==> src/rtl/input_conditioner.sv <==
// input_conditioner: per-channel pad synchroniser, polarity normalisation, debounce,
// press/release/click strobes and long-press detection for asynchronous board inputs
module input_conditioner #(
    parameter int                  CHANNELS          = 6,
    parameter int                  SYNC_STAGES       = 2,
    parameter int                  DEBOUNCE_CYCLES   = 250000,
    parameter int                  LONG_PRESS_CYCLES = 25000000,
    parameter logic [CHANNELS-1:0] ACTIVE_LOW        = '0
) (
    input  logic                i_clk,
    input  logic                i_rst_n,
    input  logic [CHANNELS-1:0] i_raw,
    output logic [CHANNELS-1:0] o_level,
    output logic [CHANNELS-1:0] o_press_stb,
    output logic [CHANNELS-1:0] o_release_stb,
    output logic [CHANNELS-1:0] o_click_stb,
    output logic [CHANNELS-1:0] o_long_stb,
    output logic [CHANNELS-1:0] o_held
);
    localparam int DW = $clog2(DEBOUNCE_CYCLES + 1);
    localparam int HW = (LONG_PRESS_CYCLES > 0) ? $clog2(LONG_PRESS_CYCLES + 1) : 1;
    localparam logic [DW-1:0] DB_LAST = DW'(DEBOUNCE_CYCLES - 1);
    localparam logic [HW-1:0] LP_MAX  = HW'(LONG_PRESS_CYCLES);
    localparam logic [HW-1:0] LP_LAST = HW'(LONG_PRESS_CYCLES - 1);
    for (genvar c = 0; c < CHANNELS; c++) begin : g_ch
        logic [SYNC_STAGES-1:0] sync_q;
        logic [DW-1:0]          db_cnt;
        logic [HW-1:0]          hold_cnt;
        logic                   level, press_q, rel_q, click_q, long_q, held_q;
        logic                   n, accept, rise, fall, reach;
        // a release on the same edge the hold would complete wins over the long-press
        always_comb begin
            n      = sync_q[SYNC_STAGES-1] ^ ACTIVE_LOW[c];
            accept = (n != level) && (db_cnt == DB_LAST);
            rise   = accept && n;
            fall   = accept && !n;
            reach  = (LONG_PRESS_CYCLES > 0) && level && !fall && (hold_cnt == LP_LAST);
        end
        always_ff @(posedge i_clk or negedge i_rst_n) begin
            if (!i_rst_n) begin
                sync_q   <= {SYNC_STAGES{ACTIVE_LOW[c]}};
                db_cnt   <= '0;
                hold_cnt <= '0;
                level    <= 1'b0;
                press_q  <= 1'b0;
                rel_q    <= 1'b0;
                click_q  <= 1'b0;
                long_q   <= 1'b0;
                held_q   <= 1'b0;
            end else begin
                sync_q   <= {sync_q[SYNC_STAGES-2:0], i_raw[c]};
                db_cnt   <= (n == level || accept) ? '0 : db_cnt + DW'(1);
                level    <= accept ? n : level;
                press_q  <= rise;
                rel_q    <= fall;
                click_q  <= fall && !held_q;
                long_q   <= reach;
                held_q   <= fall ? 1'b0 : (reach ? 1'b1 : held_q);
                hold_cnt <= !level ? '0 : (hold_cnt == LP_MAX ? hold_cnt : hold_cnt + HW'(1));
            end
        end
        assign o_level[c]       = level;
        assign o_press_stb[c]   = press_q;
        assign o_release_stb[c] = rel_q;
        assign o_click_stb[c]   = click_q;
        assign o_long_stb[c]    = long_q;
        assign o_held[c]        = held_q;
    end
endmodule

==> config.mk <==
export PLATFORM = sky130hd
export DESIGN_NAME = input_conditioner
export DESIGN_NICKNAME = d
export VERILOG_FILES = /design/src/rtl/input_conditioner.sv
export SDC_FILE = /design/constraint.sdc
export NUM_CORES = 1
export LEC_CHECK = 0
export ABC_AREA = 1
export BUFFER_PORTS_ARGS = -buffer_cell sky130_fd_sc_hd__buf_4
export CAP_MARGIN = 5
export CORE_MARGIN = 2
export CORE_UTILIZATION = 59
export CTS_BUF_LIST = sky130_fd_sc_hd__clkbuf_4
export DETAILED_ROUTE_END_ITERATION = 8
export GPL_TIMING_DRIVEN = 0
export PLACE_DENSITY = 0.81
export SLEW_MARGIN = 20
export SYNTH_ARGS = -nofsm -noshare
export SYNTH_HDL_FRONTEND = slang
export SYNTH_SLANG_ARGS = --single-unit
==> constraint.sdc <==
create_clock -name i_clk -period 1.5 [get_ports i_clk]
set_input_delay 0.075 -clock i_clk [delete_from_list [all_inputs] [get_ports i_clk]]
set_output_delay 0.075 -clock i_clk [all_outputs]
set_load 0.05 [all_outputs]
-- After elaboration in Yosys (flattened, before gate mapping)
Index checks and enable logic that the tools add are counted.
- logic and storage cells: 198
- flip-flop bits (word level): 306
- input bits: 8
- output and inout port bits: 36
- eq/ne operators: 36
- reduce and logical (&&, ||, !) cells: 66
- multiplexer cells: 30
- $add $sub $neg: 12
- operators by type and width (operator ; number):
    25-bit equality test (second input constant) ; 12
    25-bit 2-to-1 mux ; 12
    25-bit by 1-bit adder with 25-bit output (second input constant) ; 6
    18-bit by 1-bit adder with 18-bit output (second input constant) ; 6
    18-bit equality test (second input constant) ; 6
    18-bit 2-to-1 mux ; 6
    1-bit logical AND ; 36
    1-bit logical NOT ; 18
    1-bit 2-to-1 mux ; 12
    2-bit != test (second input constant) ; 6
    2-bit nonzero test ; 6
    1-bit equality test ; 6
    1-bit logical OR ; 6
    1-bit != test ; 6

-- Longest topological paths before layout
Gate-level depths: netlist (run 1).
- depth in word-level cells: 8
- depth in mapped cells: 10
- depth with buffers taken out: 10

-- Worst setup path before layout (run 1)
OpenSTA, ideal clock, no wires.
- kind: flip-flop to flip-flop
- from: register g_ch[3].db_cnt[0]
- to: register g_ch[3].db_cnt[0]
- arrival time: 1391 ps
- path buffers: 1
- library setup time: 124 ps
- required time: 1376 ps
- cell stages (with the launch flop): 8
- setup slack: -15 ps
- clock period less this slack: 1515 ps
- path through: dfrtp_1 > ha_1 > nand3_1 > inv_1 > nand3_1 > o21ai_4 > buf_6 > nor2_1
- word-level cells in the longest chain between the ends: 4
- elaborated cells on any way between the ends: 5
- classes of those cells: 1 x add/sub; 1 x eq/ne; 1 x mux; 2 x reduce/logical
- ends and longest elaborated chain (item ; line ; source):
    from (decl) ; 27 ; logic [DW-1:0] db_cnt;
    from (signal assigned) ; 52 ; db_cnt <= (n == level || accept) ? '0 : db_cnt + DW'(1);
    branches (longest 3 deep; another with 18-bit by 1-bit adder with 18-bit output) ; - ;
    18-bit 2-to-1 mux (*) ; 52 ;
Mark *: on every way between the ends.
A chain may end at the register's enable or synchronous reset.

-- Final worst setup path (run 1)
- from: register g_ch[0].db_cnt[0]
- to: register g_ch[0].db_cnt[2]
- word-level cells in the longest chain between the ends: 4
- elaborated cells on any way between the ends: 5
- classes of those cells: 1 x add/sub; 1 x eq/ne; 1 x mux; 2 x reduce/logical
- ends and longest elaborated chain (item ; line):
    from (decl) ; 27
    from (signal assigned) ; 52
    branches (longest 3 deep; another with 18-bit by 1-bit adder with 18-bit output) ; -
    18-bit 2-to-1 mux (*) ; 52
Marked as above.

==> results of run 1 <==
[area by class of cell]
type                    count  area (sq um)  area share
clock inverters            29           144     0.00682
flip-flops and latches    306          7690       0.364
inverters                 277          1050      0.0499
diodes                      1          2.50    0.000119
repair buffers            155          1570      0.0745
plain buffers              41           302      0.0143
multi-input cells        1860          8980       0.426
well taps                 384           480      0.0228
clock buffers             116           871      0.0413
[placed cells by master, fill, tap and decap left out, drive strengths merged]
| cell | instances |
|---|---|
| clkinv | 24 |
| nand2 | 758 |
| nand3b | 8 |
| dfrtp | 306 |
| o21a | 1 |
| xnor2 | 34 |
| bufinv | 1 |
| dlygate4sd3 | 13 |
| a21oi | 57 |
| nor2 | 644 |
| diode | 1 |
| nand4 | 15 |
| nor4 | 1 |
| and3 | 1 |
| buf | 172 |
| nor3b | 2 |
| and2 | 5 |
| clkbuf | 127 |
| nor3 | 40 |
| clkinvlp | 4 |
| o21ai | 66 |
| nand3 | 147 |
| xor2 | 55 |
| inv | 277 |
| nor2b | 1 |
| ha | 18 |
| o21bai | 3 |
| or2 | 4 |
[registers in the layout, summed over array words and instances, names as in the netlist]
name / count
g_ch.hold_cnt: 150
g_ch.db_cnt: 108
g_ch.sync_q: 12
g_ch.click_q: 6
g_ch.held_q: 6
g_ch.level: 6
g_ch.long_q: 6
g_ch.press_q: 6
g_ch.rel_q: 6
[worst paths after layout]
path / startpoint / end / slack (ns) / cells past startpoint
worst max-delay path: g_ch[0].db_cnt[0] / g_ch[0].db_cnt[2] / -0.06 / 7
worst min-delay path: i_rst_n / g_ch[4].db_cnt[16] / -0.16 / 2
worst max register to register: g_ch[0].db_cnt[0] / g_ch[0].db_cnt[2] / -0.06 / 7
worst min register to register: g_ch[1].sync_q[0] / g_ch[1].sync_q[1] / 0.31 / 0
max in group asynchronous: i_rst_n / g_ch[3].level / 0.39 / 4
min in group i_clk: g_ch[1].sync_q[0] / g_ch[1].sync_q[1] / 0.31 / 0
[cell usage after synthesis (all sizes together)]
| library cell | count | area share |
|---|---|---|
| nand3b | 8 | 0.0035 |
| nand2 | 758 | 0.17 |
| clkbuf | 10 | 0.0022 |
| a21oi | 57 | 0.016 |
| and3 | 1 | 0.00036 |
| nand4 | 15 | 0.0054 |
| xor2 | 55 | 0.028 |
| buf | 47 | 0.021 |
| nand3 | 147 | 0.043 |
| and2 | 5 | 0.0018 |
| xnor2 | 34 | 0.017 |
| o21bai | 3 | 0.0013 |
| nor3b | 2 | 0.0012 |
| dfrtp | 306 | 0.44 |
| nor4 | 1 | 0.00036 |
| nor3 | 40 | 0.012 |
| or2 | 4 | 0.0014 |
| inv | 277 | 0.060 |
| o21ai | 66 | 0.021 |
| nor2b | 1 | 0.00036 |
| ha | 18 | 0.013 |
| o21a | 1 | 0.00043 |
| nor2 | 644 | 0.14 |
[report_power, final]
group	switching (W)	leakage, nW	internal [W]
Sequential	0.0000535	4.19	0.00831
Combinational	0.000328	4.22	0.000211
Clock	0.00353	0.608	0.00374
Total	0.00391	9.02	0.0123
[cells by family after synthesis]
kind of cell | synth area share
DFF | 0.442
buffers and inverters | 0.0831
xor gates and xnor gates | 0.0450
adders and majority gates | 0.0130
AOI/OAI and AO/OA | 0.0393
and+or+nand+nor | 0.377
[through the flow]
step           total power [W]  hold WS, ns  std cells  setup slack (ns)
2_1_floorplan          0.00864       -0.221       2500           0.00154
3_3_place_gp           0.00885        0.185       2927             -2.37
3_5_place_dp           0.00889      -0.0137       2930            -0.307
4_1_cts                 0.0163       -0.207       3116           -0.0509
5_1_grt                 0.0169       -0.171       3169            -0.126
6_report                0.0162       -0.162       3169           -0.0609
[timing repair]
item	4_1_cts	5_1_grt
resized for setup	95	263
hold endpoints to repair	222	38
cloned	1	4
pin swaps	13	72
setup buffers	43	48
setup endpoints to repair	193	213
[metal layers]
| layer | share of wire | track usage |
|---|---|---|
| met4 | 0.021 | 0.0865 |
| met5 | 0 | 0 |
| met1 | 0.44 | 0.338 |
| met3 | 0.048 | 0.0429 |
| met2 | 0.49 | 0.431 |
==> results.yml, run 1 <==
sta:
  final-max-slew-violation-count: 0
  rsz0062_at_grt: "yes"
  setup_viol: 37
  finalHoldViolations: 38
  fin_crit_sh: 1.04
  setup_tns_ns: -0.924
  min_period_ns: 1.56
  fmax_mhz: 641
  layout_setup_ws_ns: -0.0609
  whs_ns: -0.162
  worst_pin_slew_ns: 0.534
  max_slew_margin: 0.644
  skew_ns: 0.0562
clocking:
  htreeDepth: 3
  hold_buffers: 13
  clockRootBuffer: "clkbuf_4"
  cts_buffer_depth: 3
  clock_latency_ns: 0.73
  cts.clk_slew.worst_paths_ns: 0.07
  cts_tree: "yes"
  cts_buffers: 83
  clock_sinks: 306
worst_setup_path:
  critPathMaxStageDelay_ns: 0.37
  cp_cell_sequence: "ha_2 -> nand2_4 -> nor2_4 -> nand3_4 -> o21ai_4 -> buf_6 -> nor2_2"
  cpMaxStageDelayCell: "dfrtp_1"
  worst_ep_arrival_time_ns: 2.14
  endpoint_kind: "flip-flop"
  crit_path_max_fanout: 6
  start_kind: "flip-flop"
  crit_family: "simple AND/OR/NAND/NOR gates"
  criticalPathCategory: "reg2reg"
  path_buf_inv: 1
  required_ns: 2.08
grt:
  grt_pass1_vias: 15300
  grt_use_total: 0.256
  grt_start_max_net_pins: 96
  grt_first_pass_wirelength_um: 66700
  antenna_found_initial: 1
  overflow: 0
synth:
  yosysSeqAreaShare: 0.442
  synth-seq-cells: 306
  netlist_instances: 2500
  avgSynthCellArea_sq_um: 6.92
  synthesis.area_sq_mm: 0.0173
  synth.distinct_cells: 35
  ys_warn_count: 0
  synth_fp_nets: 2526
pwr:
  power.density_mw_per_mm2: 767
  p_leak_nw: 9.02
  ir_worst_vdd_v: 0.000697
route:
  dr_total_vias: 16200
  ant_nets: 0
  routed_wl_um: 40700
  drtIter0Drc: 1073
  wl_per_cell_um: 12.8
  vias_per_cell: 5.10
  drc: 0
  drtPass1Iterations: 6
finish:
  drive_above_1_share: 0.200
  fin_util: 0.733
  area_growth_pct: 21.9
  nFillCells: 2192
  nets: 2750
  final_area_sq_mm: 0.0211
job:
  maxCapViolCount: 0
placed_design:
  postPlaceCellArea_sq_mm: 0.0182
  hpwl_um: 26900
  gp_congestion: 0.903
  port_buffers: 43
floorplan:
  dieArea_sq_mm: 0.0307
  io_pins: 44
  initial_core_util: 0.601
  coreArea_sq_mm: 0.0288
  dieHeight_um: 175
  die_w_um: 175
  row_count: 62
outcome:
  status: "complete, but fails checks"
  violations: "hold timing, setup timing"
hold_path:
  hold_class: "in2async"
No activity file was read; power rests on OpenSTA's default activity.
==> run 2: changes to the inputs <==
--- a/config.mk
+++ b/config.mk
@@ -9,11 +9,11 @@
 export BUFFER_PORTS_ARGS = -buffer_cell sky130_fd_sc_hd__buf_4
 export CAP_MARGIN = 5
 export CORE_MARGIN = 2
-export CORE_UTILIZATION = 59
+export CORE_UTILIZATION = 55
 export CTS_BUF_LIST = sky130_fd_sc_hd__clkbuf_4
 export DETAILED_ROUTE_END_ITERATION = 8
 export GPL_TIMING_DRIVEN = 0
-export PLACE_DENSITY = 0.81
+export PLACE_DENSITY = 0.76
 export SLEW_MARGIN = 20
 export SYNTH_ARGS = -nofsm -noshare
 export SYNTH_HDL_FRONTEND = slang
==> results.yml, run 2 (same netlist as run 1, synthesis figures left out) <==
sta:
  min_period_ns: 1.55
  skew_ns: 0.0538
  fmax_mhz: 643
  worst_pin_slew_ns: 0.552
  fin_crit_sh: 1.04
  setup_tns_ns: -0.356
  finalHoldViolations: 0
  max_slew_margin: 0.632
  rsz0062_at_grt: "yes"
  setup_viol: 14
  final-max-slew-violation-count: 0
  layout_setup_ws_ns: -0.0543
route:
  drtIter0Drc: 1164
  routed_wl_um: 40100
  ant_nets: 0
  vias_per_cell: 5.08
  dr_total_vias: 16200
  wl_per_cell_um: 12.6
  drtPass1Iterations: 5
  drc: 0
clocking:
  clock_sinks: 306
  clock_latency_ns: 0.77
  cts_buffers: 86
  cts_tree: "yes"
  cts_buffer_depth: 3
  cts.clk_slew.worst_paths_ns: 0.07
  clockRootBuffer: "clkbuf_4"
  htreeDepth: 3
outcome:
  status: "complete, but fails checks"
  violations: "setup timing"
pwr:
  ir_worst_vdd_v: 0.000677
  p_leak_nw: 8.94
  power.density_mw_per_mm2: 771
worst_setup_path:
  r2r_slack_ns: -0.05
  endpoint_kind: "flip-flop"
  worst_ep_arrival_time_ns: 2.20
  rr_worst_depth: 6
  cp_cell_sequence: "or2_1 -> nor2_2 -> nand2_2 -> o21ai_4 -> buf_6 -> nor2_1"
  crit_family: "simple AND/OR/NAND/NOR gates"
  path_buf_inv: 1
  crit_cells: 6
  critPathMaxStageDelay_ns: 0.43
  required_ns: 2.14
  start_kind: "flip-flop"
  crit_path_max_fanout: 6
  cpMaxStageDelayCell: "dfrtp_1"
  criticalPathCategory: "reg2reg"
finish:
  regMostFlops: "g_ch.hold_cnt"
  final_cell_mix: "724 x nand2_1, 545 x nor2_1, 278 x dfrtp_1, 259 x inv_1, 131 x nand3_1"
  nFillCells: 2542
  stdcell_count: 3178
  nets: 2737
  top_regs: "g_ch.hold_cnt: 150 flops, g_ch.db_cnt: 108 flops, g_ch.sync_q: 12 flops"
  drive_above_1_share: 0.182
  largest_reg_flops: 150
  area_growth_pct: 21.5
  final_common_cell: "nand2_1"
grt:
  grt_start_max_net_pins: 94
  grt_first_pass_wirelength_um: 67200
  grt_use_total: 0.241
  overflow: 0
  grt_pass1_vias: 15300
  antenna_found_initial: 2
placed_design:
  port_buffers: 43
  hpwl_um: 26400
  dp_cells: 2942
  gp_congestion: 0.892
floorplan:
  coreArea_sq_mm: 0.0308
  initial_core_util: 0.561
  dieHeight_um: 181
  dieArea_sq_mm: 0.0329
  row_count: 64
  io_pins: 44
  die_w_um: 181
job:
  maxCapViolCount: 0
hold_path:
  hold_class: "reg2reg"
  min_path_cells: 0
[run 2: cell types whose count changed in the layout (fill, tap and decap cells not counted), moves of 8 or more]
cell and delta:
buf_8 +16, inv_2 -13, buf_6 -14, nor2_1 +15, inv_1 +13, nor2_2 -23
clkinv_1 +13, nor2_4 +8, buf_4 -15
[run 2: worst paths after layout]
path | start | end
worst max-delay path | g_ch[0].db_cnt[11] | g_ch[0].db_cnt[10]
worst min-delay path | g_ch[2].sync_q[0] | g_ch[2].sync_q[1]
worst max register to register | g_ch[0].db_cnt[11] | g_ch[0].db_cnt[10]
worst min register to register | g_ch[2].sync_q[0] | g_ch[2].sync_q[1]
max in group asynchronous | i_rst_n | g_ch[3].level
min in group asynchronous | i_rst_n | g_ch[0].hold_cnt[3]
[run 2: final cells by class]
class	instances	area [sq um]	area share
antenna	3	7.51	0.000357
inverter	277	1050	0.0500
multi-input combinational	1862	8990	0.428
sequential	306	7690	0.366
timing repair buffer	154	1570	0.0747
clock buffer	112	841	0.0400
buffer	24	173	0.00821
clock inverter	44	206	0.00982
tap	396	495	0.0236
[run 2: layer usage]
metal | global-route usage | up-vias | wire (um)
li1 | - | 8139 | -
met5 | 0 | - | 0
met1 | 0.315 | 7465 | 17900
met4 | 0.0907 | 0 | 1090
met3 | 0.0457 | 99 | 1930
met2 | 0.398 | 457 | 19200
[run 2: power by group]
part           internal [W]  switching [W]
clock network       0.00369        0.00365
logic              0.000188       0.000318
registers           0.00831      0.0000531
[run 2: per-stage QoR]
step	hold slack (ns)	util	total power, W	cell area (sq um)	setup slack [ns]
after floorplan	-0.221	-	0.00864	17300	0.00154
after global placement	0.185	0.588	0.00885	18100	-2.40
after detailed placement	0.0679	0.591	0.00889	18200	-0.350
after CTS	0.332	0.648	0.0164	20000	-0.0723
after global routing	0.365	0.682	0.0170	21000	-0.0861
final	0.346	0.682	0.0162	21000	-0.0543
[run 2: worst register-to-register path, cell delays in order, from the launching register on]
cell and delay (ns):
dfrtp_1 0.43, or2_1 0.26, nor2_2 0.12, nand2_2 0.11, o21ai_4 0.26, buf_6 0.19, nor2_1 0.06
[run 2: what timing repair did]
item | in CTS | in global routing
endpoints found under the setup margin | 197 | 205
gates cloned | 2 | 3
pin swaps | 14 | 65
hold buffers | 14 | 0
setup buffers | 42 | 49
hold endpoints to repair | 312 | 0
gates resized for setup | 136 | 216
